===== src/rtl/uart_defs_pkg.sv =====
`default_nettype none
// +--------------------------------------------------------------------------+
// | Module      : uart_defs_pkg                                              |
// | Description : Shared UART receive-side definitions.                      |
// |               - Reset defaults for the baud divisor and FIFO depth.      |
// |               - Helpers that size FIFO pointers and occupancy counts.    |
// |               - uart_rx state encodings, shared with benches.            |
// | Revision    : 1.0 - initial release                                      |
// +--------------------------------------------------------------------------+
package uart_defs_pkg;

  // Reset-time defaults that top-level parameters inherit.
  localparam int unsigned UART_DEFAULT_DIV = 27;
  localparam int unsigned UART_FIFO_DEPTH  = 8;

  // Number of bits that index a FIFO of 'depth' entries.
  function automatic int unsigned ptr_width(input int unsigned depth);
    return $clog2(depth);
  endfunction

  // Occupancy needs one extra bit so that 'depth' itself can be represented.
  function automatic int unsigned cnt_width(input int unsigned depth);
    return $clog2(depth) + 1;
  endfunction

  // State encoding of the uart_rx serial datapath.
  typedef enum logic [1:0] {
    RX_IDLE  = 2'd0,
    RX_START = 2'd1,
    RX_DATA  = 2'd2,
    RX_STOP  = 2'd3
  } uart_rx_state_e;

endpackage : uart_defs_pkg
`default_nettype wire


===== src/rtl/uart_rx_fifo.sv =====
`default_nettype none
// +--------------------------------------------------------------------------+
// | Module      : uart_rx_fifo                                               |
// | Description : Synchronous first-word-fall-through FIFO for received      |
// |               bytes. A push into a full FIFO is accepted only when a pop |
// |               happens in the same cycle.                                 |
// | Ports       : clk, rst          - clock, synchronous active-high reset   |
// |               push, din         - write request and data                 |
// |               pop               - read request (ignored when empty)      |
// |               dout              - head entry (valid when !empty)         |
// |               count, count_next - registered occupancy / next value      |
// |               full, empty       - status decoded from count              |
// | Revision    : 1.0 - initial release                                      |
// +--------------------------------------------------------------------------+
module uart_rx_fifo
  import uart_defs_pkg::*;
#(
  parameter int unsigned DEPTH = UART_FIFO_DEPTH,
  parameter int unsigned WIDTH = 8
) (
  input  logic                          clk,
  input  logic                          rst,
  input  logic                          push,
  input  logic [WIDTH-1:0]              din,
  input  logic                          pop,
  output logic [WIDTH-1:0]              dout,
  output logic [cnt_width(DEPTH)-1:0]   count,
  output logic [cnt_width(DEPTH)-1:0]   count_next,
  output logic                          full,
  output logic                          empty
);

  localparam int unsigned PW = ptr_width(DEPTH);
  localparam int unsigned CW = cnt_width(DEPTH);
  localparam logic [CW-1:0] c_full_count = CW'(DEPTH);

  logic [WIDTH-1:0] mem_q [DEPTH];
  logic [WIDTH-1:0] mem_d [DEPTH];
  logic [PW-1:0]    wr_ptr_q, wr_ptr_d;
  logic [PW-1:0]    rd_ptr_q, rd_ptr_d;
  logic [CW-1:0]    count_q,  count_d;
  logic             w_push_ok;
  logic             w_pop_ok;

  assign full       = (count_q == c_full_count);
  assign empty      = (count_q == '0);
  assign count      = count_q;
  assign count_next = count_d;
  assign dout       = mem_q[rd_ptr_q];

  // A pop frees the slot the push needs, so full + push + pop is legal.
  assign w_pop_ok  = pop && !empty;
  assign w_push_ok = push && (!full || w_pop_ok);

  always_comb begin
    mem_d    = mem_q;
    wr_ptr_d = wr_ptr_q;
    rd_ptr_d = rd_ptr_q;
    count_d  = count_q;
    if (w_push_ok) begin
      mem_d[wr_ptr_q] = din;
      // Pointer width equals log2(DEPTH), so the wrap is implicit.
      wr_ptr_d        = wr_ptr_q + 1'b1;
    end
    if (w_pop_ok) begin
      rd_ptr_d = rd_ptr_q + 1'b1;
    end
    case ({w_push_ok, w_pop_ok})
      2'b10:   count_d = count_q + 1'b1;
      2'b01:   count_d = count_q - 1'b1;
      default: count_d = count_q;
    endcase
  end

  always_ff @(posedge clk) begin
    if (rst) begin
      wr_ptr_q <= '0;
      rd_ptr_q <= '0;
      count_q  <= '0;
    end else begin
      wr_ptr_q <= wr_ptr_d;
      rd_ptr_q <= rd_ptr_d;
      count_q  <= count_d;
    end
  end

  // Storage is not reset: contents of an empty FIFO are don't-care.
  always_ff @(posedge clk) begin
    mem_q <= mem_d;
  end

endmodule : uart_rx_fifo
`default_nettype wire


===== src/rtl/uart_rx_ctrl.sv =====
`default_nettype none
// +--------------------------------------------------------------------------+
// | Module      : uart_rx_ctrl                                               |
// | Description : UART receive controller. Generates the 16x oversampling   |
// |               enable for uart_rx, buffers received bytes in a FWFT FIFO, |
// |               and reports occupancy, a sticky overrun flag and an        |
// |               optional level interrupt.                                  |
// | Config      : define UART_RX_IRQ_EN to build the threshold interrupt;    |
// |               otherwise irq is tied low and irq_level is ignored.        |
// | Ports       : clk, rst           - clock, synchronous active-high reset  |
// |               enable             - receiver enable, low stops ticks      |
// |               div_we, div_in     - baud divisor write                    |
// |               uart_tick_16x      - one-cycle pacing pulse to uart_rx     |
// |               rx_ready, rx_data  - byte-complete strobe and byte         |
// |               rd_en              - pop request                           |
// |               rd_data, rd_valid  - FIFO head and not-empty               |
// |               rx_count           - occupancy                             |
// |               overrun, overrun_clr - sticky drop flag and its clear      |
// |               irq_level, irq     - interrupt threshold and interrupt     |
// | Revision    : 1.0 - initial release                                      |
// +--------------------------------------------------------------------------+
module uart_rx_ctrl
  import uart_defs_pkg::*;
#(
  parameter int unsigned DIV_WIDTH   = 16,
  parameter int unsigned DEFAULT_DIV = UART_DEFAULT_DIV,
  parameter int unsigned FIFO_DEPTH  = UART_FIFO_DEPTH
) (
  input  logic                               clk,
  input  logic                               rst,
  input  logic                               enable,
  input  logic                               div_we,
  input  logic [DIV_WIDTH-1:0]               div_in,
  output logic                               uart_tick_16x,
  input  logic                               rx_ready,
  input  logic [7:0]                         rx_data,
  input  logic                               rd_en,
  output logic [7:0]                         rd_data,
  output logic                               rd_valid,
  output logic [cnt_width(FIFO_DEPTH)-1:0]   rx_count,
  output logic                               overrun,
  input  logic                               overrun_clr,
  input  logic [cnt_width(FIFO_DEPTH)-1:0]   irq_level,
  output logic                               irq
);

  localparam int unsigned CW = cnt_width(FIFO_DEPTH);
  localparam logic [DIV_WIDTH-1:0] c_rst_div  = DIV_WIDTH'(DEFAULT_DIV);
  localparam logic [DIV_WIDTH-1:0] c_rst_bcnt =
    (DEFAULT_DIV == 0) ? '0 : DIV_WIDTH'(DEFAULT_DIV - 1);

  logic [DIV_WIDTH-1:0] div_q,  div_d;
  logic [DIV_WIDTH-1:0] bcnt_q, bcnt_d;
  logic                 overrun_q, overrun_d;
  logic                 w_full;
  logic                 w_empty;
  logic                 w_drop;
  logic [CW-1:0]        w_count_next;

  // ---------------------------------------------------------------------
  // Baud counter
  // ---------------------------------------------------------------------
  // The tick is decoded from the counter so that div==1 yields a tick on
  // every cycle. A divisor write suppresses the tick in its own cycle.
  assign uart_tick_16x = !rst && enable && !div_we &&
                         (div_q != '0) && (bcnt_q == '0);

  always_comb begin
    div_d  = div_q;
    bcnt_d = bcnt_q;
    if (div_we) begin
      div_d  = div_in;
      bcnt_d = (div_in == '0) ? '0 : div_in - 1'b1;
    end else if (!enable || (bcnt_q == '0)) begin
      // Idle reload keeps the first tick after enable rise one full period
      // away; the same expression handles the natural wrap and div==0.
      bcnt_d = (div_q == '0) ? '0 : div_q - 1'b1;
    end else begin
      bcnt_d = bcnt_q - 1'b1;
    end
  end

  always_ff @(posedge clk) begin
    if (rst) begin
      div_q  <= c_rst_div;
      bcnt_q <= c_rst_bcnt;
    end else begin
      div_q  <= div_d;
      bcnt_q <= bcnt_d;
    end
  end

  // ---------------------------------------------------------------------
  // Receive buffer
  // ---------------------------------------------------------------------
  uart_rx_fifo #(
    .DEPTH (FIFO_DEPTH),
    .WIDTH (8)
  ) u_fifo (
    .clk        (clk),
    .rst        (rst),
    .push       (rx_ready),
    .din        (rx_data),
    .pop        (rd_en),
    .dout       (rd_data),
    .count      (rx_count),
    .count_next (w_count_next),
    .full       (w_full),
    .empty      (w_empty)
  );

  assign rd_valid = !w_empty;

  // ---------------------------------------------------------------------
  // Overrun flag
  // ---------------------------------------------------------------------
  // A full FIFO is never empty, so any rd_en while full is a real pop and
  // frees room for the incoming byte.
  assign w_drop = rx_ready && w_full && !rd_en;

  always_comb begin
    overrun_d = overrun_q;
    if (overrun_clr) begin
      overrun_d = 1'b0;
    end
    // Setting takes priority so a drop is never lost to a concurrent clear.
    if (w_drop) begin
      overrun_d = 1'b1;
    end
  end

  always_ff @(posedge clk) begin
    if (rst) begin
      overrun_q <= 1'b0;
    end else begin
      overrun_q <= overrun_d;
    end
  end

  assign overrun = overrun_q;

  // ---------------------------------------------------------------------
  // Interrupt
  // ---------------------------------------------------------------------
`ifdef UART_RX_IRQ_EN
  logic irq_q, irq_d;

  // Evaluated on next-state values so irq moves on the same edge as
  // rx_count and overrun.
  always_comb begin
    irq_d = ((w_count_next >= irq_level) && (irq_level != '0)) || overrun_d;
  end

  always_ff @(posedge clk) begin
    if (rst) begin
      irq_q <= 1'b0;
    end else begin
      irq_q <= irq_d;
    end
  end

  assign irq = irq_q;
`else
  logic w_unused_irq;
  assign w_unused_irq = ^{irq_level, w_count_next};
  assign irq          = 1'b0;
`endif

endmodule : uart_rx_ctrl
`default_nettype wire


===== config.mk =====
export PLATFORM = sky130hd
export DESIGN_NAME = uart_rx_ctrl
export DESIGN_NICKNAME = d
export VERILOG_FILES = /design/src/rtl/uart_defs_pkg.sv /design/src/rtl/uart_rx_fifo.sv /design/src/rtl/uart_rx_ctrl.sv
export SDC_FILE = /design/constraint.sdc
export NUM_CORES = 1
export LEC_CHECK = 0
export BUFFER_PORTS_ARGS = -buffer_cell sky130_fd_sc_hd__buf_4
export CORE_ASPECT_RATIO = 0.9
export CORE_MARGIN = 8
export CORE_UTILIZATION = 55
export CTS_CLUSTER_SIZE = 16
export DETAILED_ROUTE_END_ITERATION = 12
export HOLD_SLACK_MARGIN = 0.12
export MAX_ROUTING_LAYER = met4
export PLACE_DENSITY = 0.84
export SLEW_MARGIN = 20
export SYNTH_ARGS = -nofsm -noshare
export SYNTH_HDL_FRONTEND = slang
export SYNTH_SLANG_ARGS = --single-unit
export TNS_END_PERCENT = 10

===== constraint.sdc =====
create_clock -name clk -period 5.8 [get_ports clk]
set_input_delay 0.29 -clock clk [delete_from_list [all_inputs] [get_ports clk]]
set_output_delay 0.29 -clock clk [all_outputs]
set_load 0.03 [all_outputs]

==> summary.txt <==
Run status
  – Outcome: finished, final reports clean

Clocking
  – CTS resizes: 0
  – CTS root buf: clkbuf_8
  – Max clock buf depth: 2
  – CTS buffer count: 9
  – # hold bufs at CTS: 0
  – Worst-skew pair later-pin latency: 350 ps
  – Postcts setup bufs: 0
  – Clock sink total: 107
  – CTS tree: built
  – Reg clk slew, reported paths: 100 ps
  – H-tree depth: 3

STA
  – Setup TNS: 0 ps
  – RSZ-0062 raised after global routing: no
  – Post-route minimum period: 3080 ps
  – Fmax achieved: 325 MHz
  – Final setup fails: 0
  – Final Hold Viols: 0
  – Slew HR: 32.7%
  – Clk_skew: 8.21 ps
  – Worst-Margin Slew: 1010 ps
  – Final Cycle Share: 53.1%
  – Slew Viols, Final: 0
  – Worst setup margin: 2720 ps

Setup path
  – Crit path max fanout: 6
  – Endpoint class of the critical path: primary output
  – End of the critical path: uart_tick_16x
  – CP Launch Type: flop
  – CP Launch Point: div_q[0]
  – R2R setup slack: 3110 ps
  – RR Startpoint: div_q[0]
  – Required time at the worst-slack endpoint: 5510 ps
  – Setup CP Type: flop to primary output
  – Arrival time worst endpoint: 2790 ps
  – R2R depth: 7
  – R2R Path End: bcnt_q[3]

Die
  – I/O Pins: 51
  – Die Height: 108 µm
  – Initial Utilization: 56.6%
  – Std cell rows: 33
  – Core area: 9130 µm²
  – Die ar.: 12,800 µm²
  – DIE WIDTH: 118 µm

Routing
  – First-pass DRT Iterations: 5
  – Wire length per cell: 18.4 µm
  – DRC: 0
  – Drt via density: 5.90
  – Starting DRT DRC Count: 263
  – Via count: 3,504
  – Post-Route WL: 10.9 mm
  – Routed Antenna Nets: 0

Final layout
  – Area growth from synthesis to layout: 12.0%
  – Share of layout cells above drive strength 1: 21.2%
  – Non-Filler Cell Area, Final: 5790 µm²
  – Fin nets: 512
  – # diodes: 0

Synthesis
  – Yosys warning count: 0
  – Syn_area_per_cell: 12.2 µm²
  – Synth area leaders: edfxtp_1, dfxtp_1, mux4_2, xnor2_1, mux2i_1
  – Asr flop ratio synth: 0%
  – Library cells used by synthesis: 58
  – Post-synth top area share: 37.2%
  – Synth Cell Area: 5170 µm²
  – Synth Flop Type: edfxtp_1
  – Post-synth EDFFs: 64
  – Mapped Nets: 468
  – Yosys reg bits: 107
  – Yosys top cell by area: edfxtp_1
  – Seq/Total Area, Yosys: 53.8%
  – Synth Instances: 423

Global routing
  – Largest net degree at the start of global routing: 27
  – Overflow after GRT: 0
  – First-pass GRT wire length: 17.3 mm
  – Initial antenna violation count: 0
  – GR Util All Layers: 17.6%
  – Vias in the first global route: 3,497

Placement
  – Placer Congestion: 0.907
  – Placed cell areas: 5610 µm²
  – DP HPWL: 7.61 mm
  – Dpl ws: 3190 ps
  – IO buf count: 45

Pwr
  – PwrDens: 309 nW/µm²
  – Worst VDD drop: 0.214 mV
  – Leakage: 2.05 nW

Min path
  – Hold Crit Class: input pin to flop

Run
  – Total of max-cap violations: 0
## placed cells by master (no fill, tap or decap), types with 10 or more instances in the layout
cell      netlist  routed
nor2_1         35      35
xnor2_1        29      29
o21ai_0        10      10
xor2_1         14      14
edfxtp_1       64      64
nand2_1        25      25
mux2i_1        15      15
buf_4           1      49
inv_1          13      13
ha_1           10      10
mux4_2         16      16
dfxtp_1        43      43
a22oi_1        11      11
nor3_1         17      17
## layer usage
| metal | GRT usage, % | routed length [µm] | vias to the layer above |
|---|---|---|---|
| met3 | 4.48 | 870 | 19 |
| met1 | 20.8 | 4500 | 1679 |
| li1 | - | - | 1669 |
| met4 | 5.75 | 159 | 0 |
| met5 | - | 0 | - |
| met2 | 29.2 | 5370 | 137 |
## synth_stat cells, drive strengths merged, types with 4 or more instances
master and count:
a21oi 9, edfxtp 64, nor4 9, inv 14, nand4 9, dfxtp 43, or4 4, mux4 16
nand2b 9, nand2 25, nor2 35, xnor2 29, ha 10, buf 9, xor2 14, or3 5
mux2i 15, o21ai 16, clkbuf 7, a22oi 11, o21a 4, nand3 7, nor3 19, mux2 8
## registers in the layout (all words and copies together) (netlist names)
signal / count
u_fifo.wr_ptr_q: 3
u_fifo.rd_ptr_q: 3
bcnt_q: 16
div_q: 16
overrun: 1
u_fifo.mem_q: 64
u_fifo.count: 4
## kinds of logic (layout without fill, tap and decap cells)
kind of cell | count (synthesis) | after routing | share of synthesized area, %
and+or+nand+nor | 137 | 137 | 14.8
DFF | 107 | 107 | 53.8
AOI/OAI and AO/OA | 56 | 56 | 7.46
xor gates and xnor gates | 43 | 43 | 7.29
muxes | 39 | 39 | 11.6
buffers and inverters | 30 | 79 | 2.49
adders and majority gates | 10 | 10 | 2.42
other | 1 | 1 | 0.0726
## worst min-delay path by stage
stage | start | end | slack, ps | cells past startpoint
2_1_floorplan | rx_data[0] | u_fifo.mem_q[0] | 390 | 0
3_3_place_gp | overrun | overrun | 460 | 2
3_5_place_dp | overrun | overrun | 480 | 2
4_1_cts | rx_data[5] | u_fifo.mem_q[53] | 140 | 1
5_1_grt | rx_data[4] | u_fifo.mem_q[12] | 140 | 1
6_report | rx_data[4] | u_fifo.mem_q[52] | 160 | 1
## worst max-delay path: stages, from the launching register on
cell and delay (ps):
dfxtp_1 340, inv_1 110, ha_1 190, nor3b_2 600
nand3_1 290, nor3_1 580, nor3_1 150, buf_4 200
## layout make-up
type | count | area [µm²]
multi-input combinational | 286 | 2260
tap | 122 | 153
sequential | 107 | 2780
inverter | 14 | 52.6
clock buffer | 10 | 128
timing repair buffer | 49 | 368
clock inverter | 6 | 48.8
fill | 684 | 3340
## report_power, final
part,switching [mW],internal [mW]
Sequential,0.0519,0.849
Clock,0.251,0.162
Combinational,0.261,0.216
Total,0.563,1.23
## stage by stage
stage | std cells | hold WS [ps] | utilization, % | total power [mW]
floorplan | 423 | 389 | - | 1.25
global placement | 578 | 457 | 61.5 | 1.38
finish | 594 | 163 | 63.4 | 1.79
global route | 594 | 139 | 63.4 | 1.87
detailed placement | 578 | 477 | 61.5 | 1.40
CTS | 594 | 145 | 63.4 | 1.80
No activity file was read; power rests on OpenSTA's default activity.
